===== config.mk =====
export PLATFORM = sky130hd
export DESIGN_NAME = adc_share_arbiter_flat
export DESIGN_NICKNAME = d
export VERILOG_FILES = /design/src/rtl/tsc_pkg.sv /design/src/rtl/adc_share_arbiter_if.sv /design/src/rtl/adc_share_arbiter_rr_pick.sv /design/src/rtl/adc_share_arbiter.sv /design/src/flat_wrapper.sv
export SDC_FILE = /design/constraint.sdc
export NUM_CORES = 1
export LEC_CHECK = 0
export BUFFER_PORTS_ARGS = -buffer_cell sky130_fd_sc_hd__buf_4
export CORE_ASPECT_RATIO = 1.4
export CORE_MARGIN = 2
export CORE_UTILIZATION = 51
export DETAILED_ROUTE_END_ITERATION = 8
export GPL_TIMING_DRIVEN = 0
export PLACE_DENSITY_LB_ADDON = 0.25
export SYNTH_ARGS = -nofsm -noshare
export SYNTH_HDL_FRONTEND = slang
export SYNTH_SLANG_ARGS = --single-unit

===== constraint.sdc =====
create_clock -name clk -period 1.93 [get_ports clk]
set_clock_uncertainty 0.15 [all_clocks]
set_input_delay 0.193 -clock clk [delete_from_list [all_inputs] [get_ports clk]]
set_output_delay 0.193 -clock clk [all_outputs]
set_load 0.02 [all_outputs]

===== src/rtl/tsc_pkg.sv =====
// ============================================================================
// Module      : tsc_pkg
// Description : Shared constants for the ADC share arbiter and its requesters.
// Revision    : 1.0 - initial release
// ============================================================================
`default_nettype none

package tsc_pkg;

    localparam logic [1:0] c_st_idle    = 2'd0;
    localparam logic [1:0] c_st_adc_req = 2'd1;
    localparam logic [1:0] c_st_deliver = 2'd2;
    localparam logic [1:0] c_st_adc_rel = 2'd3;

    localparam int c_default_dw      = 8;
    localparam int c_default_timeout = 64;

endpackage

`default_nettype wire


===== src/rtl/adc_share_arbiter_if.sv =====
// ============================================================================
// Module      : adc_share_arbiter_if
// Description : Requester-side and ADC-side handshake bundle of the arbiter.
// Revision    : 1.0 - initial release
// ============================================================================
`default_nettype none

interface adc_share_arbiter_if
    import tsc_pkg::*;
#(
    parameter int NREQ = 2,
    parameter int DW   = c_default_dw
);

    localparam int c_gw = $clog2(NREQ);

    logic [NREQ-1:0] req_i;
    logic [NREQ-1:0] rdy_o;
    logic [DW-1:0]   dat_o;
    logic            adc_req;
    logic            adc_rdy;
    logic [DW-1:0]   adc_dat;
    logic [c_gw-1:0] gnt_idx;
    logic            busy;
    logic            timeout_err;

    // slave = arbiter side, master = requesters plus ADC
    modport slave (
        input  req_i, adc_rdy, adc_dat,
        output rdy_o, dat_o, adc_req, gnt_idx, busy, timeout_err
    );

    modport master (
        output req_i, adc_rdy, adc_dat,
        input  rdy_o, dat_o, adc_req, gnt_idx, busy, timeout_err
    );

endinterface

`default_nettype wire


===== src/rtl/adc_share_arbiter_rr_pick.sv =====
// ============================================================================
// Module      : rr_pick
// Description : Combinational round-robin picker; searches ptr+1, ptr+2, ...
// Revision    : 1.0 - initial release
// ============================================================================
`default_nettype none

module rr_pick #(
    parameter int N = 2,
    parameter int W = $clog2(N)
) (
    input  logic [N-1:0] req,
    input  logic [W-1:0] ptr,
    output logic [W-1:0] idx,
    output logic         valid
);

    always_comb begin
        idx   = '0;
        valid = |req;
        // Walk from farthest to nearest so the nearest set bit is the final write.
        for (int i = N; i >= 1; i--) begin
            logic [W-1:0] cand;
            cand = W'((int'(ptr) + i) % N);
            if (req[cand]) begin
                idx = cand;
            end
        end
    end

endmodule

`default_nettype wire


===== src/rtl/adc_share_arbiter.sv =====
// ============================================================================
// Module      : adc_share_arbiter
// Description : Round-robin sharing of one req/rdy/dat ADC among NREQ requesters.
// Revision    : 1.0 - initial release
// ============================================================================
`default_nettype none

module adc_share_arbiter
    import tsc_pkg::*;
#(
    parameter int NREQ    = 2,
    parameter int DW      = c_default_dw,
    parameter int TIMEOUT = c_default_timeout
) (
    input  logic               clk,
    input  logic               reset,
    adc_share_arbiter_if.slave bus
);

    localparam int              c_gw       = $clog2(NREQ);
    localparam int              c_cw       = $clog2(TIMEOUT);
    localparam logic [c_cw-1:0] c_tmo_last = c_cw'(TIMEOUT - 1);
    localparam logic [c_gw-1:0] c_ptr_rst  = c_gw'(NREQ - 1);
    localparam logic [NREQ-1:0] c_one      = {{(NREQ-1){1'b0}}, 1'b1};

    logic [1:0]      r_state;
    logic [c_gw-1:0] r_ptr;
    logic [c_gw-1:0] r_gnt;
    logic [c_cw-1:0] r_cnt;
    logic            r_adc_req;
    logic [NREQ-1:0] r_rdy;
    logic [DW-1:0]   r_dat;
    logic            r_busy;
    logic            r_tmo;

    logic [c_gw-1:0] w_win;
    logic            w_win_vld;

    rr_pick #(
        .N (NREQ),
        .W (c_gw)
    ) u_rr_pick (
        .req   (bus.req_i),
        .ptr   (r_ptr),
        .idx   (w_win),
        .valid (w_win_vld)
    );

    always_ff @(posedge clk) begin
        if (reset) begin
            r_state   <= c_st_idle;
            r_ptr     <= c_ptr_rst;
            r_gnt     <= '0;
            r_cnt     <= '0;
            r_adc_req <= 1'b0;
            r_rdy     <= '0;
            r_dat     <= '0;
            r_busy    <= 1'b0;
            r_tmo     <= 1'b0;
        end else begin
            r_tmo <= 1'b0;
            case (r_state)
                c_st_idle: begin
                    if (w_win_vld) begin
                        r_gnt     <= w_win;
                        r_adc_req <= 1'b1;
                        r_cnt     <= '0;
                        r_busy    <= 1'b1;
                        r_state   <= c_st_adc_req;
                    end
                end
                c_st_adc_req: begin
                    if (bus.adc_rdy) begin
                        r_dat     <= bus.adc_dat;
                        r_rdy     <= c_one << r_gnt;
                        r_adc_req <= 1'b0;
                        r_state   <= c_st_deliver;
                    end else if (r_cnt == c_tmo_last) begin
                        // Abort without delivering; the requester retries by holding req.
                        r_adc_req <= 1'b0;
                        r_tmo     <= 1'b1;
                        r_ptr     <= r_gnt;
                        r_state   <= c_st_adc_rel;
                    end else begin
                        r_cnt <= r_cnt + c_cw'(1);
                    end
                end
                c_st_deliver: begin
                    if (!bus.req_i[r_gnt] && !bus.adc_rdy) begin
                        r_rdy   <= '0;
                        r_ptr   <= r_gnt;
                        r_busy  <= 1'b0;
                        r_state <= c_st_idle;
                    end
                end
                c_st_adc_rel: begin
                    // A late rdy after a timeout must clear before the ADC is reused.
                    if (!bus.adc_rdy) begin
                        r_busy  <= 1'b0;
                        r_state <= c_st_idle;
                    end
                end
                default: begin
                    r_adc_req <= 1'b0;
                    r_rdy     <= '0;
                    r_busy    <= 1'b0;
                    r_state   <= c_st_idle;
                end
            endcase
        end
    end

    assign bus.adc_req     = r_adc_req;
    assign bus.rdy_o       = r_rdy;
    assign bus.dat_o       = r_dat;
    assign bus.gnt_idx     = r_gnt;
    assign bus.busy        = r_busy;
    assign bus.timeout_err = r_tmo;

endmodule

`default_nettype wire


===== src/flat_wrapper.sv =====
// flat-port wrapper written by rule: the top's interface ports become plain ports
module adc_share_arbiter_flat import tsc_pkg::*;
#(
    parameter int NREQ    = 2,
    parameter int DW      = c_default_dw,
    parameter int TIMEOUT = c_default_timeout
)
  (clk, reset, bus_req_i, bus_adc_rdy, bus_adc_dat, bus_rdy_o, bus_dat_o, bus_adc_req, bus_gnt_idx, bus_busy, bus_timeout_err);
  adc_share_arbiter_if #(.NREQ(NREQ), .DW(DW)) bus_i ();
  input  logic clk;
  input  logic reset;
  input wire logic [$bits(bus_i.req_i)-1:0] bus_req_i;
  input wire logic [$bits(bus_i.adc_rdy)-1:0] bus_adc_rdy;
  input wire logic [$bits(bus_i.adc_dat)-1:0] bus_adc_dat;
  output wire logic [$bits(bus_i.rdy_o)-1:0] bus_rdy_o;
  output wire logic [$bits(bus_i.dat_o)-1:0] bus_dat_o;
  output wire logic [$bits(bus_i.adc_req)-1:0] bus_adc_req;
  output wire logic [$bits(bus_i.gnt_idx)-1:0] bus_gnt_idx;
  output wire logic [$bits(bus_i.busy)-1:0] bus_busy;
  output wire logic [$bits(bus_i.timeout_err)-1:0] bus_timeout_err;
  assign bus_i.req_i = bus_req_i;
  assign bus_i.adc_rdy = bus_adc_rdy;
  assign bus_i.adc_dat = bus_adc_dat;
  assign bus_rdy_o = bus_i.rdy_o;
  assign bus_dat_o = bus_i.dat_o;
  assign bus_adc_req = bus_i.adc_req;
  assign bus_gnt_idx = bus_i.gnt_idx;
  assign bus_busy = bus_i.busy;
  assign bus_timeout_err = bus_i.timeout_err;
  adc_share_arbiter #(.NREQ(NREQ), .DW(DW), .TIMEOUT(TIMEOUT)) u_core (.clk(clk), .reset(reset), .bus(bus_i));
endmodule

==> results.txt <==
Outcome = finished with violations
Failing checks = hold timing
Register bit total from synthesis = 23
Largest net degree at the start of global routing = 14
Synth top area share = 41.68%
Cell repeated most along the worst path = buf_6
Syn avg cell area = 8.631 µm²
Vias per Instance = 5.610
Critical path, cell by cell = dlygate4sd3_1, buf_6, or3b_1, buf_6, a211oi_4, mux2i_1
Cell count after synthesis = 128
Slew @ Worst Pin = 0.4810 ns
Count of hold-fix buffers inserted at cts = 9
Post-DP HPWL = 1.841 mm
Worst setup SP type = input pin
Port Buffers = 25
Yosys warns = 0
Post-CTS Resized = 0
Critical path depth = 6
Arrival time worst endpoint = 1.81 ns
Power per cell area = 660.4 nW/µm²
Clock Path Buffers = 2
Clock-pin slew on the worst setup and hold paths = 0.14 ns
# diodes = 0
Setup TNS = 0 ns
Worst Path Class, Setup = input pin to flop
Max_slew headroom = 67.93%
Largest area contributor in the netlist = dfxtp_1
DIE HEIGHT = 59.07 µm
CTS Sinks = 23
Share of post-route cells with drive strength above 1 = 25.30%
Worst Hold Class = input pin to flop
# fillers = 173
Vias in the first global route = 996
Min Tclk post-route = 1.691 ns
Reg2reg start = u_core.r_cnt[0]
# rows = 19
Worst R2R End = u_core.r_cnt[0]
Initial antenna violation count = 0
Critical path launch point = bus_adc_rdy
CP max FO = 9
Die area = 2560 µm²
Final hold viol count = 1
Top FF cell, synth = dfxtp_1
Nets = 181
Clock latency on the worst-skew pair = 0.33 ns
Clk root buf = clkbuf_4
Starting density of the core = 55.33%
Iteration-0 DRC Markers = 9
Asr flop ratio synth = 0%
Unrepaired setup endpoints after global routing = no
DRT Pass-1 Iters = 4
Hold WS = -0.009738 ns
First-pass GRT wire length = 4.333 mm
Pwr Total = 0.9486 mW
I/O pin count = 27
GRT Residual Overflow = 0
Buf/Inv on CP = 3
H-Tree Level Count = 1
Critical Path Slowest Stage Cell = dlygate4sd3_1
Leakage = 0.5723 nW
Number of flops mapped to enable cells by yosys = 0
Setup-failing EPs final = 0
Area after DPL = 1319 µm²
Largest vdd supply drop = 0.0005904 V
CTS buffer count = 3
Drt drc = 0
Core Box Area = 1997 µm²
Crit end category = flop
Library cells used by synthesis = 36
Final Util = 71.93%
Postcts setup bufs = 0
Max-cap viol count = 0
WL per Instance = 13.29 µm
Net count after synthesis = 142
GRT Overall Usage = 21.90%
Post-Route WL = 2.486 mm
Die Span X = 43.34 µm
CTS tree = done
R2r setup slk = 0.24 ns
Vias = 1049
Crit path largest cell delay = 0.54 ns
Finished Cell Area = 1436 µm²
Placer congestion estimate = 0.8011
Final antenna-violating net count = 0
Achievable frequency = 0.5913 GHz
Final Cycle Share = 87.63%
Worst Reg-to-Reg Cells = 5
Synth top area cells = dfxtp_1, a21oi_1, nand2_1, mux2i_1, o211ai_1
Fin. max-slew vios = 0
Netlist Area Pre-Place = 1105 µm²
Sequential area share after synthesis = 41.68%
Most frequent cell after synthesis = dfxtp_1
Setup crit end = u_core.r_cnt[2]
CP delay by family, top = buffers and inverters
Synth cell count leaders = dfxtp_1, nand2_1, a21oi_1
Worst Hold Launch = bus_adc_dat[7]
CP Data Required Time = 2.05 ns
Layout area overhead = 30.01%
-- metrics by stage --
stage / hold slack [ns] / setup WS, ns / std cells
3_5_place_dp: 0.2974 / 0.2611 / 174
3_3_place_gp: 0.2921 / 0.2844 / 174
4_1_cts: 0.0001006 / 0.2180 / 187
5_1_grt: 0.02029 / 0.1378 / 187
6_report: -0.009738 / 0.2388 / 187
2_1_floorplan: 0.1790 / 0.3545 / 128
-- state kept, by name, indices dropped and copies added (netlist names) --
name                    flops
u_core.r_ptr                1
u_core.bus.gnt_idx          1
u_core.r_state              2
u_core.bus.timeout_err      1
u_core.bus.rdy_o            2
u_core.bus.busy             1
u_core.r_cnt                6
u_core.bus.dat_o            8
u_core.bus.adc_req          1
-- where the power goes --
| group | leakage, nW | switching, mW | internal (mW) | total (mW) |
|---|---|---|---|---|
| sequential | 0.187 | 0.0148 | 0.499 | 0.514 |
| clock | 0.0177 | 0.153 | 0.0778 | 0.231 |
| combinational | 0.367 | 0.108 | 0.0966 | 0.204 |
-- final cells by class --
class | instances | area [µm²] | area share [%]
Clock buffer | 3 | 22.52 | 1.568
Sequential cell | 23 | 460.4 | 32.06
Multi-Input combinational cell | 89 | 565.5 | 39.37
Buffer | 10 | 56.30 | 3.920
Tap cell | 21 | 26.28 | 1.829
Timing Repair Buffer | 34 | 277.8 | 19.34
Inverter | 6 | 22.52 | 1.568
Clock inverter | 1 | 5.005 | 0.3484
-- worst register-to-register path: cells and delay by family, from the launching register on --
kind | cells | cell delay [ns]
AOI/OAI and AO/OA | 2 | 0.48
DFF | 1 | 0.37
adders and majority gates | 1 | 0.23
and+or+nand+nor | 1 | 0.19
buffers and inverters | 1 | 0.18
-- cell usage in the layout, fill, tap and decap left out, drive strengths merged, types with 2 or more instances in the layout --
cell | synthesis | final
dfxtp | 23 | 23
a211oi | 2 | 2
and4 | 2 | 2
clkbuf | 4 | 7
inv | 6 | 6
a21oi | 17 | 17
nor3b | 2 | 2
a311oi | 2 | 2
or2 | 2 | 2
o21ai | 4 | 4
nand3b | 2 | 2
or3b | 2 | 2
buf | 6 | 31
nand2 | 20 | 20
nand2b | 3 | 3
o211ai | 5 | 5
nand3 | 4 | 4
mux2i | 4 | 4
nor2 | 5 | 5
a211o | 2 | 2
dlygate4sd3 | 0 | 9
-- routing by layer --
metal | global-route usage (%) | routed length (µm) | up-vias | part of all wire [%]
li1 | - | - | 531 | -
met1 | 24.76 | 999 | 483 | 40
met2 | 40.94 | 1330 | 30 | 53
met3 | 2.134 | 104 | 5 | 4.2
met4 | 9.091 | 51 | 0 | 2.1
met5 | 0 | 0 | - | 0
-- how the worst min path moves through the flow --
stage | end | cells past startpoint
floorplan | u_core.bus.dat_o[0] | 2
global placement | u_core.bus.dat_o[0] | 2
detailed placement | u_core.bus.dat_o[0] | 2
CTS | u_core.bus.dat_o[7] | 3
global route | u_core.bus.dat_o[7] | 3
finish | u_core.bus.dat_o[7] | 3
-- cell families (layout without fill, tap and decap cells) --
family | Yosys count | count (layout) | synth area share (%)
buffers and inverters | 16 | 54 | 7.133
DFF | 23 | 23 | 41.68
adders and majority gates | 1 | 1 | 1.132
AOI/OAI and AO/OA | 36 | 36 | 22.88
muxes | 5 | 5 | 4.643
and+or+nand+nor | 47 | 47 | 22.54
Note: power is estimated with default switching activity, not from simulation.
